[config.mk]
export PLATFORM = sky130hd
export DESIGN_NAME = vga_param_controller_flat
export DESIGN_NICKNAME = d
export VERILOG_FILES = /design/src/rtl/vga_param_controller_if.sv /design/src/rtl/vga_param_controller.sv /design/src/flat_wrapper.sv
export SDC_FILE = /design/constraint.sdc
export NUM_CORES = 1
export LEC_CHECK = 0
export ABC_CLOCK_PERIOD_IN_PS = 2690
export BUFFER_PORTS_ARGS = -buffer_cell sky130_fd_sc_hd__buf_2
export CAP_MARGIN = 20
export CORE_UTILIZATION = 40
export CTS_BUF_LIST = sky130_fd_sc_hd__clkbuf_8
export DETAILED_ROUTE_END_ITERATION = 16
export PLACE_DENSITY = 0.67
export SLEW_MARGIN = 20
export SYNTH_ARGS = -nofsm -noshare
export SYNTH_HDL_FRONTEND = slang
export SYNTH_SLANG_ARGS = --single-unit
export TNS_END_PERCENT = 10
[constraint.sdc]
create_clock -name clk_100Mhz -period 2.69 [get_ports clk_100Mhz]
set_input_delay 0.4035 -clock clk_100Mhz [delete_from_list [all_inputs] [get_ports clk_100Mhz]]
set_output_delay 0.4035 -clock clk_100Mhz [all_outputs]
set_load 0.005 [all_outputs]
[src/rtl/vga_param_controller_if.sv]
`default_nettype none
// ============================================================================
// Module   : vga_param_controller_if
// Brief    : Switch input and VGA output bundle of vga_param_controller.
// Revision : 1.0 - initial release
// ============================================================================
interface vga_param_controller_if;
    logic [7:0] sw;
    logic       Hsync;
    logic       Vsync;
    logic [3:0] vgaRed;
    logic [3:0] vgaGreen;
    logic [3:0] vgaBlue;
    logic       video_on;
    logic       frame_start;

    modport master (
        input  sw,
        output Hsync, Vsync, vgaRed, vgaGreen, vgaBlue, video_on, frame_start
    );

    modport slave (
        output sw,
        input  Hsync, Vsync, vgaRed, vgaGreen, vgaBlue, video_on, frame_start
    );
endinterface
`default_nettype wire

[src/rtl/vga_param_controller.sv]
`default_nettype none
// ============================================================================
// Module   : vga_param_controller
// Brief    : Parameterised VGA timing generator with solid colour output and
//            optional test patterns (bars / checkerboard / moving bar) enabled
//            by macro VGA_TESTPATTERN_EN.
// Revision : 1.0 - initial release
// ============================================================================
module vga_param_controller #(
    parameter int H_ACTIVE = 640,
    parameter int H_FP     = 16,
    parameter int H_SYNC   = 96,
    parameter int H_BP     = 48,
    parameter int V_ACTIVE = 480,
    parameter int V_FP     = 10,
    parameter int V_SYNC   = 2,
    parameter int V_BP     = 33,
    parameter int CLK_DIV  = 4,
    parameter int SYNC_POL = 0
) (
    input  wire logic              clk_100Mhz,
    input  wire logic              rst,
    vga_param_controller_if.master vga
);

    localparam int c_h_total = H_ACTIVE + H_FP + H_SYNC + H_BP;
    localparam int c_v_total = V_ACTIVE + V_FP + V_SYNC + V_BP;
    localparam int c_hw      = $clog2(c_h_total);
    localparam int c_vw      = $clog2(c_v_total);
    localparam int c_dw      = (CLK_DIV > 1) ? $clog2(CLK_DIV) : 1;

    localparam logic [c_dw-1:0] c_div_last = c_dw'(CLK_DIV - 1);
    localparam logic [c_hw-1:0] c_h_one    = c_hw'(1);
    localparam logic [c_vw-1:0] c_v_one    = c_vw'(1);
    localparam logic [c_dw-1:0] c_d_one    = c_dw'(1);

    localparam logic [31:0] c_h_last  = 32'(c_h_total - 1);
    localparam logic [31:0] c_v_last  = 32'(c_v_total - 1);
    localparam logic [31:0] c_h_act   = 32'(H_ACTIVE);
    localparam logic [31:0] c_v_act   = 32'(V_ACTIVE);
    localparam logic [31:0] c_hs_beg  = 32'(H_ACTIVE + H_FP);
    localparam logic [31:0] c_hs_end  = 32'(H_ACTIVE + H_FP + H_SYNC);
    localparam logic [31:0] c_vs_beg  = 32'(V_ACTIVE + V_FP);
    localparam logic [31:0] c_vs_end  = 32'(V_ACTIVE + V_FP + V_SYNC);
    localparam logic        c_sync_on = (SYNC_POL != 0);

    logic [c_dw-1:0] r_div;
    logic [c_hw-1:0] r_hcount;
    logic [c_vw-1:0] r_vcount;
    logic            r_hsync;
    logic            r_vsync;
    logic            r_video_on;
    logic            r_frame_start;
    logic [3:0]      r_red;
    logic [3:0]      r_green;
    logic [3:0]      r_blue;

    logic            w_tick;
    logic            w_h_wrap;
    logic            w_v_wrap;
    logic            w_active;
    logic            w_hs_on;
    logic            w_vs_on;
    logic [31:0]     w_h;
    logic [31:0]     w_v;
    logic [2:0]      w_sw_rgb;
    logic [2:0]      w_rgb;

    // Counters are widened to 32 bits so every timing comparison is width-clean.
    assign w_tick   = (r_div == c_div_last);
    assign w_h      = 32'(r_hcount);
    assign w_v      = 32'(r_vcount);
    assign w_h_wrap = (w_h == c_h_last);
    assign w_v_wrap = (w_v == c_v_last);
    assign w_active = (w_h < c_h_act) && (w_v < c_v_act);
    assign w_hs_on  = (w_h >= c_hs_beg) && (w_h < c_hs_end);
    assign w_vs_on  = (w_v >= c_vs_beg) && (w_v < c_vs_end);
    assign w_sw_rgb = {vga.sw[0], vga.sw[2], vga.sw[1]};

    always_ff @(posedge clk_100Mhz or posedge rst) begin
        if (rst) begin
            r_div         <= '0;
            r_hcount      <= '0;
            r_vcount      <= '0;
            r_hsync       <= ~c_sync_on;
            r_vsync       <= ~c_sync_on;
            r_video_on    <= 1'b0;
            r_frame_start <= 1'b0;
            r_red         <= 4'h0;
            r_green       <= 4'h0;
            r_blue        <= 4'h0;
        end else begin
            r_frame_start <= 1'b0;
            r_div         <= w_tick ? '0 : r_div + c_d_one;
            if (w_tick) begin
                r_video_on <= w_active;
                r_hsync    <= w_hs_on ? c_sync_on : ~c_sync_on;
                r_vsync    <= w_vs_on ? c_sync_on : ~c_sync_on;
                r_red      <= (w_active && w_rgb[2]) ? 4'hF : 4'h0;
                r_green    <= (w_active && w_rgb[1]) ? 4'hF : 4'h0;
                r_blue     <= (w_active && w_rgb[0]) ? 4'hF : 4'h0;
                if (w_h_wrap) begin
                    r_hcount <= '0;
                    if (w_v_wrap) begin
                        r_vcount      <= '0;
                        r_frame_start <= 1'b1;
                    end else begin
                        r_vcount <= r_vcount + c_v_one;
                    end
                end else begin
                    r_hcount <= r_hcount + c_h_one;
                end
            end
        end
    end

`ifdef VGA_TESTPATTERN_EN
    localparam int c_bar_w = (H_ACTIVE / 8 > 0) ? H_ACTIVE / 8 : 1;
    localparam int c_bw    = (c_bar_w > 1) ? $clog2(c_bar_w) : 1;

    localparam logic [c_bw-1:0] c_bar_last = c_bw'(c_bar_w - 1);
    localparam logic [c_bw-1:0] c_b_one    = c_bw'(1);

    logic [1:0]      r_mode;
    logic [7:0]      r_frame_cnt;
    logic [c_bw-1:0] r_bar_cnt;
    logic [2:0]      r_bar_idx;

    // Mode and frame count change only on the frame wrap, so a whole frame
    // is always drawn with one consistent pattern.
    always_ff @(posedge clk_100Mhz or posedge rst) begin
        if (rst) begin
            r_mode      <= 2'b00;
            r_frame_cnt <= 8'd0;
            r_bar_cnt   <= '0;
            r_bar_idx   <= 3'd0;
        end else if (w_tick) begin
            if (w_h_wrap) begin
                r_bar_cnt <= '0;
                r_bar_idx <= 3'd0;
                if (w_v_wrap) begin
                    r_mode      <= vga.sw[7:6];
                    r_frame_cnt <= r_frame_cnt + 8'd1;
                end
            end else if (r_bar_cnt == c_bar_last) begin
                r_bar_cnt <= '0;
                if (r_bar_idx != 3'd7) begin
                    r_bar_idx <= r_bar_idx + 3'd1;
                end
            end else begin
                r_bar_cnt <= r_bar_cnt + c_b_one;
            end
        end
    end

    always_comb begin
        w_rgb = w_sw_rgb;
        case (r_mode)
            2'b01:   w_rgb = 3'd7 - r_bar_idx;
            2'b10:   w_rgb = (w_h[5] ^ w_v[5]) ? 3'b111 : w_sw_rgb;
            2'b11:   w_rgb = (w_h[9:4] == r_frame_cnt[5:0]) ? 3'b111 : 3'b000;
            default: w_rgb = w_sw_rgb;
        endcase
    end
`else
    assign w_rgb = w_sw_rgb;
`endif

    assign vga.Hsync       = r_hsync;
    assign vga.Vsync       = r_vsync;
    assign vga.vgaRed      = r_red;
    assign vga.vgaGreen    = r_green;
    assign vga.vgaBlue     = r_blue;
    assign vga.video_on    = r_video_on;
    assign vga.frame_start = r_frame_start;

endmodule
`default_nettype wire

[src/flat_wrapper.sv]
// flat-port wrapper written by rule: the top's interface ports become plain ports
module vga_param_controller_flat 
#(
    parameter int H_ACTIVE = 640,
    parameter int H_FP     = 16,
    parameter int H_SYNC   = 96,
    parameter int H_BP     = 48,
    parameter int V_ACTIVE = 480,
    parameter int V_FP     = 10,
    parameter int V_SYNC   = 2,
    parameter int V_BP     = 33,
    parameter int CLK_DIV  = 4,
    parameter int SYNC_POL = 0
)
  (clk_100Mhz, rst, vga_sw, vga_Hsync, vga_Vsync, vga_vgaRed, vga_vgaGreen, vga_vgaBlue, vga_video_on, vga_frame_start);
  vga_param_controller_if vga_i ();
  input  wire logic clk_100Mhz;
  input  wire logic rst;
  input wire logic [$bits(vga_i.sw)-1:0] vga_sw;
  output wire logic [$bits(vga_i.Hsync)-1:0] vga_Hsync;
  output wire logic [$bits(vga_i.Vsync)-1:0] vga_Vsync;
  output wire logic [$bits(vga_i.vgaRed)-1:0] vga_vgaRed;
  output wire logic [$bits(vga_i.vgaGreen)-1:0] vga_vgaGreen;
  output wire logic [$bits(vga_i.vgaBlue)-1:0] vga_vgaBlue;
  output wire logic [$bits(vga_i.video_on)-1:0] vga_video_on;
  output wire logic [$bits(vga_i.frame_start)-1:0] vga_frame_start;
  assign vga_i.sw = vga_sw;
  assign vga_Hsync = vga_i.Hsync;
  assign vga_Vsync = vga_i.Vsync;
  assign vga_vgaRed = vga_i.vgaRed;
  assign vga_vgaGreen = vga_i.vgaGreen;
  assign vga_vgaBlue = vga_i.vgaBlue;
  assign vga_video_on = vga_i.video_on;
  assign vga_frame_start = vga_i.frame_start;
  vga_param_controller #(.H_ACTIVE(H_ACTIVE), .H_FP(H_FP), .H_SYNC(H_SYNC), .H_BP(H_BP), .V_ACTIVE(V_ACTIVE), .V_FP(V_FP), .V_SYNC(V_SYNC), .V_BP(V_BP), .CLK_DIV(CLK_DIV), .SYNC_POL(SYNC_POL)) u_core (.clk_100Mhz(clk_100Mhz), .rst(rst), .vga(vga_i));
endmodule
Word-level counts from Yosys, hierarchy flattened
Index checks and enable logic that the tools add are counted. Widths: inputs -> output; s select.

Bits of input ports: 10. Register bits after elaboration: 38. Word-level logic and storage cells: 40.

Eq/ne operators: 3. Mux-type cells: 11. Order comparisons: 6. Reduce and logical (&&, ||, !) cells: 7. Add/sub/neg operators: 3.

Operators by type and width (number): $add 10x1->10 const B (2); $eq 10x10->1 const B (2); $lt 10x10->1 const B (2); $lt 10x9->1 const B (2); $mux 10 (2); $mux 4 (3); $ge 10x10->1 const B (1); $ge 10x9->1 const B (1); $logic_and 1x1->1 (6); $mux 1 (5); $add 2x1->2 const B (1); $eq 2x2->1 const B (1); $mux 2 (1); $reduce_and 2->1 (1).

Longest topological paths before layout
Depth in word-level cells: 4. Depth in mapped cells: 6. Mapped depth without buffers: 6.

Worst setup path before layout
No wires, ideal clock.

Path type: reg-to-reg. From: reg u_core.r_hcount[0]. To: reg u_core.r_vcount[4]. Buffers on the path: 0. Setup time: 0.127 ns. Cell stages (with the launch flop): 6. Data arrival time: 1.594 ns. Path slack: 0.968 ns. Period minus slack after synthesis: 1.722 ns. Cell sequence: dfrtp_1 -> ha_1 -> nand3_1 -> nor4_4 -> nand4_1 -> mux2_1.

Cells in the longest elaborated chain, start to end: 2.

Ends and longest elaborated chain: from (decl) (RTL line vga_param_controller.sv:48) `logic [c_hw-1:0] r_hcount;`; from (signal assigned) (RTL line vga_param_controller.sv:111) `r_hcount <= r_hcount + c_h_one;`; $eq 10x10->1 (RTL line vga_param_controller.sv:73) `assign w_h_wrap = (w_h == c_h_last);`; $reduce_and 2->1 (no source line); to (signal assigned) (RTL line vga_param_controller.sv:108) `r_vcount <= r_vcount + c_v_one;`; to (decl) (RTL line vga_param_controller.sv:49) `logic [c_vw-1:0] r_vcount;`.

Every way passes these cells. A chain may end at the register's enable or synchronous reset.

Worst setup path after layout
From: reg u_core.r_hcount[0]. To: reg u_core.r_vcount[3].

Same word-level chain as after synthesis.

==> flow_metrics.env <==
export IMPL_yosysTopAreaCell="dfrtp_1"
export IMPL_cp_start_kind="flip-flop"
export IMPL_drive_gt1_frac=0.2321
export IMPL_grt_max_degree=19
export IMPL_yosys_warnings=0
export IMPL_tightest_slew_ps=646.0
export IMPL_grtUsageTotal=0.1584
export IMPL_synth_seq_area_share=0.4814
export IMPL_outcome="finished clean"
export IMPL_cp_end_kind="flip-flop"
export IMPL_hold_viol=0
export IMPL_cts_buffers=5
export IMPL_synth_seq_cells=29
export IMPL_worstSetupPathType="reg2reg"
export IMPL_ctsHoldBuffers=0
export IMPL_synth_cell_types=36
export IMPL_total_power_mw=0.8285
export IMPL_synth_area_per_cell_um2=10.15
export IMPL_rr_worst_depth=6
export IMPL_cts_tree="built"
export IMPL_met1_usage=0.1966
export IMPL_vias_per_cell=5.257
export IMPL_place_gp_congestion=0.7945
export IMPL_nNetsFinal=183
export IMPL_synthCells=149
export IMPL_met3_usage=0.04529
export IMPL_wl_per_cell_um=12.93
export IMPL_synth_edf_count=0
export IMPL_slowest_delay_ps=510
export IMPL_synth_top_flop_cell="dfrtp_1"
export IMPL_die_h_um=63.50
export IMPL_r2r_start="u_core.r_hcount[0]"
export IMPL_peakVddDrop_mv=0.1586
export IMPL_diodes=0
export IMPL_antenna_found_initial=0
export IMPL_clk_latency_ps=280
export IMPL_drc_errors=0
export IMPL_cp_slowest_cell="nor4_4"
export IMPL_postCtsSetupBuffers=0
export IMPL_io_pins=26
export IMPL_crit_fanout=8
export IMPL_drtAntennaViolNets=0
export IMPL_clock_sinks=29
export IMPL_async_flop_share=1.000
export IMPL_slew_viol_final=0
export IMPL_synth_area_leaders="dfrtp_1 45%, ha_1 5.0%, xnor2_1 4.6%"
export IMPL_syn_cell_area_um2=1513
export IMPL_cap_violations=0
export IMPL_die_area_um2=4032
export IMPL_die_w_um=63.50
export IMPL_rows=21
export IMPL_fmax_ghz=0.5002
export IMPL_synth_most_common_cell="dfrtp_1"
export IMPL_reg2reg_slack_ps=690
export IMPL_p_leak_nw=0.7666
export IMPL_worstPathCellList="ha_1 > nand3_1 > nor4_4 > buf_4 > nand2_2 > o31ai_2"
export IMPL_ctsResizeCount=0
export IMPL_htreeDepth=2
export IMPL_setup_violations_final=0
export IMPL_worstPathArrival_ps=2190
export IMPL_start_util=0.4361
export IMPL_synth_nets=165
export IMPL_grt_pass1_vias=1093
export IMPL_fillers=341
export IMPL_met2_usage=0.2354
export IMPL_wirelength_um=2766
export IMPL_finClkSkew_ps=4.556
export IMPL_clk_pin_slew_ps=60
export IMPL_core_area_um2=3468
export IMPL_worst_ep_required_time_ps=2880
export IMPL_num_vias=1125
export IMPL_powerDensity_nw_per_um2=490.5
export IMPL_yosys_top_cells_count="27 x dfrtp_1, 15 x nand2_1, 10 x nor2_1"
export IMPL_gr_total_overflow=0
export IMPL_reg_top3="u_core.r_hcount: 10 flops, u_core.r_vcount: 10 flops, u_core.r_div: 2 flops"
export IMPL_tns_ps=0
export IMPL_portBuffers=20
export IMPL_hold_path_class="in2async"
export IMPL_worst_path_buf_inv=1
export IMPL_critical_path_top_delay_family="simple AND/OR/NAND/NOR gates"
export IMPL_cts_root_buf="clkbuf_8"
export IMPL_cts_path_max_buffers=2
export IMPL_dpl_hpwl_um=1969
export IMPL_drt_iter0_drc=47
export IMPL_grt_busiest_layer="met2"
export IMPL_r2r_end="u_core.r_vcount[3]"
export IMPL_synth_top_cell_area_share=0.4467
export IMPL_slew_headroom=0.5689
export IMPL_first_pass_iters=4
export IMPL_finalCritPeriodShare=0.7433
export IMPL_area_growth_pct=11.66
export IMPL_grt_pass1_wl_um=4843
export IMPL_rsz0062_at_grt="false"
export IMPL_post_route_min_period_ps=1999
area by class of cell:
cell class	instances	area [µm²]	share of cell area
clock buffer	6	82.58	0.04889
clock inverter	2	7.507	0.004444
tap	46	57.56	0.03407
inverter	6	22.52	0.01333
timing repair buffer	23	122.6	0.07259
multi-input combinational	102	668.1	0.3956
sequential	29	728.2	0.4311
placed cells by master (no fill, tap or decap), types with 3 or more instances in the layout:
| cell type | count |
|---|---|
| a21oi_1 | 7 |
| a22o_1 | 3 |
| and3_1 | 3 |
| buf_2 | 20 |
| buf_4 | 3 |
| clkbuf_8 | 6 |
| dfrtp_1 | 27 |
| ha_1 | 6 |
| inv_1 | 8 |
| nand2_1 | 15 |
| nand3_1 | 7 |
| nand4_1 | 8 |
| nor2_1 | 10 |
| nor3_1 | 6 |
| o21ai_0 | 8 |
| xnor2_1 | 8 |
cell families (layout without fill, tap and decap cells):
logic type	Yosys count	after routing	share of synthesized area
adder cells (fa/ha/maj)	6	6	0.04963
XOR/XNOR	9	9	0.05211
multiplexers	1	1	0.007444
flip-flops	29	29	0.4814
AND/OR/NAND/NOR	61	61	0.2258
AO/OA/AOI/OAI	25	25	0.1067
buffers and inverters	18	37	0.07692
power breakdown:
part | internal (mW) | leakage (nW) | switching [mW]
Combinational | 0.0108 | 0.341 | 0.0134
Sequential | 0.439 | 0.372 | 0.00206
Clock | 0.200 | 0.0538 | 0.163
how the worst max path moves through the flow:
stage | from | end | depth (start not counted)
3_5_place_dp | u_core.r_hcount[0] | u_core.r_vcount[3] | 6
3_3_place_gp | u_core.r_hcount[0] | u_core.r_vcount[3] | 6
6_report | u_core.r_hcount[0] | u_core.r_vcount[3] | 6
4_1_cts | u_core.r_hcount[0] | u_core.r_vcount[3] | 6
2_1_floorplan | u_core.r_hcount[0] | u_core.r_vcount[4] | 5
5_1_grt | u_core.r_hcount[0] | u_core.r_vcount[3] | 6
stage by stage:
stage                     area, µm²    util  setup WS (ps)  hold slack [ps]  cells
after floorplan                1513       -          968.2            403.1    149
final                          1689  0.4870          690.6            198.2    214
after global routing           1689  0.4870          564.0            265.1    214
after global placement         1599  0.4610          749.0            414.3    206
after detailed placement       1599  0.4610          695.4            424.7    206
after CTS                      1689  0.4870          694.3            233.7    214
metal layers:
layer	up-vias	share of wire
li1	560	-
met1	524	0.49
met2	33	0.43
met3	8	0.052
met4	0	0.030
met5	-	0
Note: power is estimated with default switching activity, not from simulation.
